`src/rtl/alu_issue_sequencer_pkg.sv`:
```
// Shared opcode constants, FSM encoding and decode helpers for the ALU issue sequencer.
package alu_issue_sequencer_pkg;

   localparam int unsigned OP_W    = 6;
   localparam int unsigned ALUOP_W = 2;
   localparam int unsigned DATA_W  = 32;

   localparam logic [OP_W-1:0] OP_ADD = 6'b000000;
   localparam logic [OP_W-1:0] OP_SUB = 6'b000001;
   localparam logic [OP_W-1:0] OP_AND = 6'b000010;
   localparam logic [OP_W-1:0] OP_OR  = 6'b000011;
   localparam logic [OP_W-1:0] OP_XOR = 6'b000100;
   localparam logic [OP_W-1:0] OP_SLT = 6'b000101;
   localparam logic [OP_W-1:0] OP_SLL = 6'b000110;
   localparam logic [OP_W-1:0] OP_SRL = 6'b000111;
   localparam logic [OP_W-1:0] OP_SRA = 6'b001000;
   localparam logic [OP_W-1:0] OP_MUL = 6'b001001;
   localparam logic [OP_W-1:0] OP_DIV = 6'b001010;
   localparam logic [OP_W-1:0] OP_MOD = 6'b001011;

   localparam logic [ALUOP_W-1:0] ALUOP_BNE = 2'b01;
   localparam logic [ALUOP_W-1:0] ALUOP_BEQ = 2'b11;

   typedef enum logic [1:0] {
      ST_IDLE = 2'b00,
      ST_EXEC = 2'b01,
      ST_RESP = 2'b10
   } state_t;

   // Operation field only decodes when ALUOp is an R-type/immediate class (00 or 10).
   function automatic logic op_field_used(input logic [ALUOP_W-1:0] aluop);
      return (aluop == 2'b00) || (aluop == 2'b10);
   endfunction

   function automatic logic is_muldiv(input logic [OP_W-1:0] op,
                                      input logic [ALUOP_W-1:0] aluop);
      return op_field_used(aluop) &&
             ((op == OP_MUL) || (op == OP_DIV) || (op == OP_MOD));
   endfunction

   function automatic logic is_divmod(input logic [OP_W-1:0] op,
                                      input logic [ALUOP_W-1:0] aluop);
      return op_field_used(aluop) && ((op == OP_DIV) || (op == OP_MOD));
   endfunction

endpackage

```
`src/rtl/alu_issue_sequencer_rr_arbiter2.sv`:
```
// Two-way round-robin grant: a lone requester wins, a tie goes to the one not granted last.
module rr_arbiter2 (
   input  logic [1:0] req_valid,
   input  logic       last_grant,
   output logic       grant_c,
   output logic       grant_valid_c
);

   always_comb begin
      grant_valid_c = |req_valid;
      grant_c       = 1'b0;
      case (req_valid)
         2'b10:   grant_c = 1'b1;
         2'b11:   grant_c = ~last_grant;
         default: grant_c = 1'b0;
      endcase
   end

endmodule

```
`src/rtl/alu_issue_sequencer.sv`:
```
// Shares one combinational ALU between two requesters; holds operands for a per-op latency.
// Optional divide/modulo-by-zero trap enabled by defining ALU_SEQ_DIV0_TRAP_EN.
module alu_issue_sequencer
   import alu_issue_sequencer_pkg::*;
#(
   parameter int unsigned MULDIV_LAT = 4,
   parameter int unsigned SIMPLE_LAT = 1
) (
   input  logic        clock,
   input  logic        reset_n,
   input  logic [1:0]  req_valid,
   output logic [1:0]  req_ready,
   input  logic [11:0] req_operation,
   input  logic [3:0]  req_aluop,
   input  logic [63:0] req_data1,
   input  logic [63:0] req_data2,
   output logic [31:0] alu_data1,
   output logic [31:0] alu_data2,
   output logic [5:0]  alu_operation,
   output logic [1:0]  alu_aluop,
   input  logic [31:0] alu_result,
   input  logic        alu_zero,
   output logic        rsp_valid,
   input  logic        rsp_ready,
   output logic        rsp_id,
   output logic [31:0] rsp_result,
   output logic        rsp_zero,
   output logic        rsp_err
);

   localparam int unsigned MAX_LAT = (MULDIV_LAT > SIMPLE_LAT) ? MULDIV_LAT : SIMPLE_LAT;
   localparam int unsigned CNT_W   = (MAX_LAT > 1) ? $clog2(MAX_LAT) : 1;

   state_t              state;
   logic                last_grant;
   logic [CNT_W-1:0]    cnt;
   logic                err_q;

   logic                grant_c;
   logic                grant_valid_c;
   logic                accept_c;
   logic                trap_c;
   logic [OP_W-1:0]     sel_op_c;
   logic [ALUOP_W-1:0]  sel_aluop_c;
   logic [DATA_W-1:0]   sel_data1_c;
   logic [DATA_W-1:0]   sel_data2_c;
   logic [CNT_W-1:0]    lat_m1_c;

   rr_arbiter2 u_arb (
      .req_valid     (req_valid),
      .last_grant    (last_grant),
      .grant_c       (grant_c),
      .grant_valid_c (grant_valid_c)
   );

   assign sel_op_c    = grant_c ? req_operation[11:6] : req_operation[5:0];
   assign sel_aluop_c = grant_c ? req_aluop[3:2]      : req_aluop[1:0];
   assign sel_data1_c = grant_c ? req_data1[63:32]    : req_data1[31:0];
   assign sel_data2_c = grant_c ? req_data2[63:32]    : req_data2[31:0];

   assign lat_m1_c = is_muldiv(sel_op_c, sel_aluop_c) ? CNT_W'(MULDIV_LAT - 1)
                                                       : CNT_W'(SIMPLE_LAT - 1);

`ifdef ALU_SEQ_DIV0_TRAP_EN
   assign trap_c = is_divmod(sel_op_c, sel_aluop_c) && (sel_data2_c == '0);
`else
   assign trap_c = 1'b0;
`endif

   assign accept_c = (state == ST_IDLE) && grant_valid_c;

   // Ready is masked during reset so every output reads 0 while reset_n is low.
   assign req_ready = (accept_c && reset_n) ? (grant_c ? 2'b10 : 2'b01) : 2'b00;

   assign rsp_err = err_q;

   always_ff @(posedge clock or negedge reset_n) begin
      if (!reset_n) begin
         state         <= ST_IDLE;
         last_grant    <= 1'b1;
         cnt           <= '0;
         alu_data1     <= '0;
         alu_data2     <= '0;
         alu_operation <= '0;
         alu_aluop     <= '0;
         rsp_valid     <= 1'b0;
         rsp_id        <= 1'b0;
         rsp_result    <= '0;
         rsp_zero      <= 1'b0;
         err_q         <= 1'b0;
      end else begin
         case (state)
            ST_IDLE: begin
               if (grant_valid_c) begin
                  alu_data1     <= sel_data1_c;
                  alu_data2     <= sel_data2_c;
                  alu_operation <= sel_op_c;
                  alu_aluop     <= sel_aluop_c;
                  rsp_id        <= grant_c;
                  last_grant    <= grant_c;
                  if (trap_c) begin
                     rsp_result <= '1;
                     rsp_zero   <= 1'b0;
                     err_q      <= 1'b1;
                     rsp_valid  <= 1'b1;
                     state      <= ST_RESP;
                  end else begin
                     cnt   <= lat_m1_c;
                     state <= ST_EXEC;
                  end
               end
            end
            // Operands stay parked on the ALU until the countdown expires.
            ST_EXEC: begin
               if (cnt != '0) begin
                  cnt <= cnt - CNT_W'(1);
               end else begin
                  rsp_result <= alu_result;
                  rsp_zero   <= alu_zero;
                  err_q      <= 1'b0;
                  rsp_valid  <= 1'b1;
                  state      <= ST_RESP;
               end
            end
            ST_RESP: begin
               if (rsp_ready) begin
                  rsp_valid <= 1'b0;
                  state     <= ST_IDLE;
               end
            end
            default: state <= ST_IDLE;
         endcase
      end
   end

endmodule
```
`config.mk`:
```
export PLATFORM = sky130hd
export DESIGN_NAME = alu_issue_sequencer
export DESIGN_NICKNAME = d
export VERILOG_FILES = /design/src/rtl/alu_issue_sequencer_pkg.sv /design/src/rtl/alu_issue_sequencer_rr_arbiter2.sv /design/src/rtl/alu_issue_sequencer.sv
export SDC_FILE = /design/constraint.sdc
export NUM_CORES = 1
export LEC_CHECK = 0
export CAP_MARGIN = 20
export CORE_AREA = 2 2 113 115
export DETAILED_ROUTE_END_ITERATION = 10
export DIE_AREA = 0 0 115 117
export GPL_ROUTABILITY_DRIVEN = 0
export PLACE_DENSITY = 0.82
export SLEW_MARGIN = 25
export SYNTH_ARGS = -nofsm -noshare
export SYNTH_HDL_FRONTEND = slang
export SYNTH_HIERARCHICAL = 1
export SYNTH_SLANG_ARGS = --single-unit
export TNS_END_PERCENT = 1
```
`constraint.sdc`:
```
create_clock -name clock -period 2.3 [get_ports clock]
set_clock_uncertainty 0.05 [all_clocks]
set_input_delay 0.345 -clock clock [delete_from_list [all_inputs] [get_ports clock]]
set_output_delay 0.345 -clock clock [all_outputs]
set_load 0.02 [all_outputs]
```
# After elaboration in Yosys (flattened, before gate mapping)
# Index checks and enable logic that the tools add are counted.
totals:
  regBits: 112
  output_inout_bits: 110
  wordCells: 61
  in_bits: 182
classes:
  bitwise: 2
  reduce_logical: 17
  n_eq_ne: 12
  mux: 18
  addsub: 1
ops:
  columns: ["cell", "count"]
  rows:
  - ["$mux 32", 2]
  - ["$eq 6x4->1 const B", 3]
  - ["$mux 2", 9]
  - ["$reduce_and 3->1", 3]
  - ["$eq 2x2->1 const B", 4]
  - ["$ne 2x2->1 const B", 4]
  - ["$mux 6", 1]
  - ["$pmux 2 s3", 1]
  - ["$reduce_bool 2->1", 3]
  - ["$logic_not 2->1", 2]
  - ["$pmux 1 s2", 2]
  - ["$pmux 2 s2", 1]
  - ["$reduce_and 2->1", 2]
  - ["$logic_and 1x1->1", 3]
  - ["$logic_or 1x1->1", 3]
  - ["$eq 2x1->1 const B", 1]
  - ["$mux 1", 2]
  - ["$not 1->1", 2]
  - ["$reduce_or 2->1", 1]
  - ["$sub 2x1->2 const B", 1]

# Logic depth before layout (Yosys ltp)
logic_depth:
  word_depth: 10
  mapped_depth: 6
  mapped_depth_nobuf: 5

# Modules after synthesis
# Netlist, hierarchy kept.
modules_own_cells:
  columns: ["module", "cells_per_inst", "seq_area_each_um2", "n_inst", "area_per_inst_um2"]
  rows:
  - ["alu_issue_sequencer", 427, 2803.9, 1, 4892.2]
  - ["rr_arbiter2", 2, 0.0, 1, 13.8]

# Worst setup path before layout
# Ideal clock, no wire load.
synth_timing:
  path_kind: "register to output"
  from: "register state[0]"
  to: "output req_ready[0]"
  path_slack_ns: 0.511
  n_path_buf: 2
  t_arrival_ns: 1.394
  stages_incl_launch_ff: 6
  required_ns: 1.905
  cell_sequence: "dfrtp_1 nor3b_2 buf_2 buf_2 nand2_1 nor2_1"
synth_between:
  elab_chain_cells: 4
synth_rtl:
  columns: ["element", "line", "text"]
  rows:
  - ["start: declaration", "alu_issue_sequencer.sv:34", "state_t state;"]
  - ["start signal: assignment", "alu_issue_sequencer.sv:79", "state <= ST_IDLE;"]
  - ["start signal: assignment", "alu_issue_sequencer.sv:106", "state <= ST_RESP;"]
  - ["start signal: assignment", "alu_issue_sequencer.sv:109", "state <= ST_EXEC;"]
  - ["$logic_not 2->1", "alu_issue_sequencer.sv:70", "assign accept_c = (state == ST_IDLE) && grant_valid_c;"]
  - ["$logic_and 1x1->1", "alu_issue_sequencer.sv:70", null]
  - ["$logic_and 1x1->1", "alu_issue_sequencer.sv:73", "assign req_ready = (accept_c && reset_n) ? (grant_c ? 2'b10 : 2'b01) : 2'b00;"]
  - ["$mux 2", "alu_issue_sequencer.sv:73", null]
  - ["end: declaration", "alu_issue_sequencer.sv:12", "output logic [1:0] req_ready,"]
# Every way passes these cells.

# Final worst setup path
layout_timing:
  from: "input req_valid[1]"
  to: "output req_ready[0]"
layout_between:
  elab_chain_cells: 4
  elab_cells_between_ends: 8
  cone_classes: "eq/ne (2); mux (3); reduce/logical (3)"
layout_rtl:
  columns: ["element", "line", "text"]
  rows:
  - ["start: declaration", "alu_issue_sequencer.sv:11", "input logic [1:0] req_valid,"]
  - ["$reduce_or 2->1", "alu_issue_sequencer_rr_arbiter2.sv:10", "grant_valid_c = |req_valid;"]
  - ["named net grant_valid_c", "alu_issue_sequencer.sv:40", "logic grant_valid_c;"]
  - ["$logic_and 1x1->1", "alu_issue_sequencer.sv:70", null]
  - ["$logic_and 1x1->1", "alu_issue_sequencer.sv:73", null]
  - ["$mux 2", "alu_issue_sequencer.sv:73", null]
# The timed path passes the listed nets, and every way through them passes these cells.

==> results by group <==
Hold path
  • Worst hold-check path type: input pin to async pin

Logic synthesis
  • Sequential fraction of the synthesis area: 0.5715
  • Synth top cells by count: 111 x dfrtp_1, 79 x nor2_1, 73 x a21oi_1
  • Mapped cell area: 4906 um^2
  • Post-Synth Adder-Cell Area: 0.002550
  • Distinct cell type count after synthesis: 29
  • Cell taking the most area after synthesis: dfrtp_1
  • Most numerous cell in the Yosys netlist: dfrtp_1
  • Largest family of logic cells by synthesized area: multiplexers
  • Post-synth top area share: 0.5662
  • Synth async-reset ratio: 1.000
  • Post-synth EDFFs: 0
  • Top post-synthesis cells by area: dfrtp_1 57%, mux2i_1 14%, mux2_2 7.6%
  • Synthesized area per cell: 11.44 um^2
  • Synth Net Count: 612
  • Simple-Gate Fraction of Synth Area: 0.07779
  • Primary FF master, synth: dfrtp_1
  • Post-synthesis xor/xnor area fraction: 0
  • Mux cell area share after synthesis: 0.2206
  • Post-synthesis compound-gate area fraction: 0.08799
  • Seq cells post-synth: 112
  • Synth warn: 6
  • Post-Syn Instances: 429

CTS
  • Clk Tree Root Cell: clkbuf_16
  • CTS H-Tree Depth: 3
  • Bufs on Longest Clock Path: 2
  • Worst-Skew Late Latency: 0.34 ns
  • CTS Sinks: 112
  • CTS tree: done
  • Cts hold-fix bufs: 0
  • CTS clk-pin slew, worst paths: 0.07 ns
  • Num CTS Buffers: 9

Die
  • Die Ht: 117 um
  • CORE AREA: 12310 um^2
  • Cell row count: 41
  • IO Count: 292
  • Die area: 13460 um^2
  • Starting Density: 0.3985
  • Die W: 115 um

Global routing
  • Global Route Usage Sum: 0.2050
  • Gr ovfl total: 0
  • Vias in the first global route: 4364
  • Largest net degree at the start of global routing: 141
  • First-pass GRT wire length: 21480 um
  • Initial antenna violation count: 0

Power
  • Total leakage power: 3.483 nW
  • Power Density: 1307 nW/um^2
  • Power, Total: 10.85 mW
  • Max IR drop VDD: 0.8626 mV

Routing
  • Final WL: 14060 um
  • Routed Antenna Nets: 0
  • Router iterations before antenna repair: 4
  • Routed len/inst: 16.18 um
  • Vias/cell: 4.921
  • Vias: 4276
  • Remaining DRCs: 0
  • DRT iter0 DRCs: 133

Cells and area
  • Filler cells: 930
  • Synthesis-to-finish area growth: 69.19%
  • Finished Layout Cells: 869
  • Fin area: 8300 um^2
  • Layout Nets: 897
  • Layout cells sized above 1: 0.09318
  • Antenna Diode Count: 0

STA
  • Fin. max-slew vios: 0
  • Tmin final: 2.106 ns
  • Setup ws final: 0.1938 ns
  • Slew margin rel.: 0.5349
  • Count of final setup violators: 0
  • Count of final hold-check violations: 0
  • RSZ-0062 raised after global routing: false
  • Final Cycle Share: 0.9158
  • Least-Margin Pin Slew: 0.6977 ns
  • F_max: 474.8 MHz

Job
  • Max_cap viols: 0

Worst setup path
  • R2R Setup Slk: 0.50 ns
  • Crit path launch: req_valid[1]
  • RR Endpoint: alu_data1[4]$_DFFE_PN0N_
  • Crit path required time: 1.90 ns
  • Reg2Reg Depth: 5
  • End of the critical path: req_ready[0]
  • Kind of critical path: input pin to primary output
  • CP endpoint kind: primary output
  • Worst-path maximum fanout: 4
  • Startpoint Class: input pin
  • CP arrival: 1.71 ns
  • RR Startpoint: state[0]$_DFFE_PN0P_

Placed design
  • Dpl cell area: 7979 um^2
  • Final HPWL DP: 11100 um
  • I/O Buffers: 290
  • Pre-CTS setup slack: -0.1074 ns
  • Placed Cells: 853

Status
  • Outcome: complete, no violations
-- cell type report --
cell class	instances	area, um^2	share of cell area
clock buffer	9	225.2	0.02713
clock inverter	7	95.09	0.01146
inverter	6	22.52	0.002713
multi-input combinational	282	1929	0.2324
sequential	112	2804	0.3378
tap	150	187.7	0.02261
timing repair buffer	303	3037	0.3658
-- critical path, stage by stage --
cell             delay [ns]
clkdlybuf4s50_1        0.48
or2_1                  0.13
nor3b_4                0.26
nand2_1                0.08
nor2_1                 0.08
dlygate4sd2_1          0.34
-- cell usage in the layout, fill, tap and decap left out, drive strengths merged --
cell,netlist,final
o21ai,2,2
a21oi,73,73
a21boi,1,1
mux2i,71,71
clkdlybuf4s50,0,287
nand2b,2,2
or2,1,1
ha,1,1
bufinv,0,2
buf,26,14
mux2,33,33
inv,6,7
dfstp,1,1
clkinv,0,3
dlygate4sd2,0,2
a31oi,3,3
nor2,79,79
nor3b,1,1
and3,1,1
o31ai,1,1
dfrtp,111,111
and2b,1,1
nor4b,1,1
nand2,6,6
o2111ai,1,1
a211oi,1,1
o22ai,1,1
conb,1,1
clkinvlp,0,1
nor4,1,1
clkbuf,3,9
-- layer usage --
metal / share of wire / GRT usage / vias to the layer above
met5: 0 / 0 / -
met3: 0.10 / 0.07467 / 17
li1: - / - / 2047
met2: 0.53 / 0.3784 / 183
met1: 0.35 / 0.2185 / 2029
met4: 0.015 / 0.06506 / 0
-- flip-flops by register name (all words and copies together) (netlist names) --
register	flops
rsp_zero	1
alu_data2	32
rsp_id	1
alu_data1	32
alu_operation	6
cnt	2
rsp_result	32
rsp_valid	1
last_grant	1
alu_aluop	2
state	2
-- where the power goes --
| part | switching (mW) | total, mW | leakage, nW | internal [mW] |
|---|---|---|---|---|
| clock | 0.699 | 1.66 | 0.156 | 0.957 |
| combinational | 2.88 | 5.70 | 2.07 | 2.82 |
| sequential | 0.532 | 3.50 | 1.26 | 2.97 |
-- how the worst min path moves through the flow --
stage / start / endpoint / cells after the start
after global placement: reset_n / rsp_result[23]$_DFFE_PN0P_ / 2
after floorplan: reset_n / alu_aluop[0]$_DFFE_PN0N_ / 0
final: reset_n / alu_data2[3]$_DFFE_PN0N_ / 2
after global routing: reset_n / rsp_result[28]$_DFFE_PN0P_ / 2
after detailed placement: reset_n / rsp_result[23]$_DFFE_PN0P_ / 2
after CTS: reset_n / rsp_result[22]$_DFFE_PN0P_ / 2
-- cell families after synthesis --
kind of cell	count (synthesis)
fa+ha+maj	1
other cells	1
buf+inv	35
flops	112
compound gates	83
simple gates	93
mux	104
-- per-stage QoR --
stage            util  hold WS, ns  TNS (ns)
2_1_floorplan       -   -0.0005911         0
4_1_cts        0.6739      0.01643         0
3_3_place_gp   0.6481       0.3767   -0.1783
5_1_grt        0.6742      0.04907         0
6_report       0.6742      0.02140         0
3_5_place_dp   0.6481       0.3870   -0.2002
-- what timing repair did --
action | 4_1_cts | 5_1_grt
endpoints found under the setup margin | 2 | 0
buffers inserted | 0 | 0
gates resized for setup | 2 | 0
hold endpoints to repair | 0 | 0
Note: power is estimated with default switching activity, not from simulation.
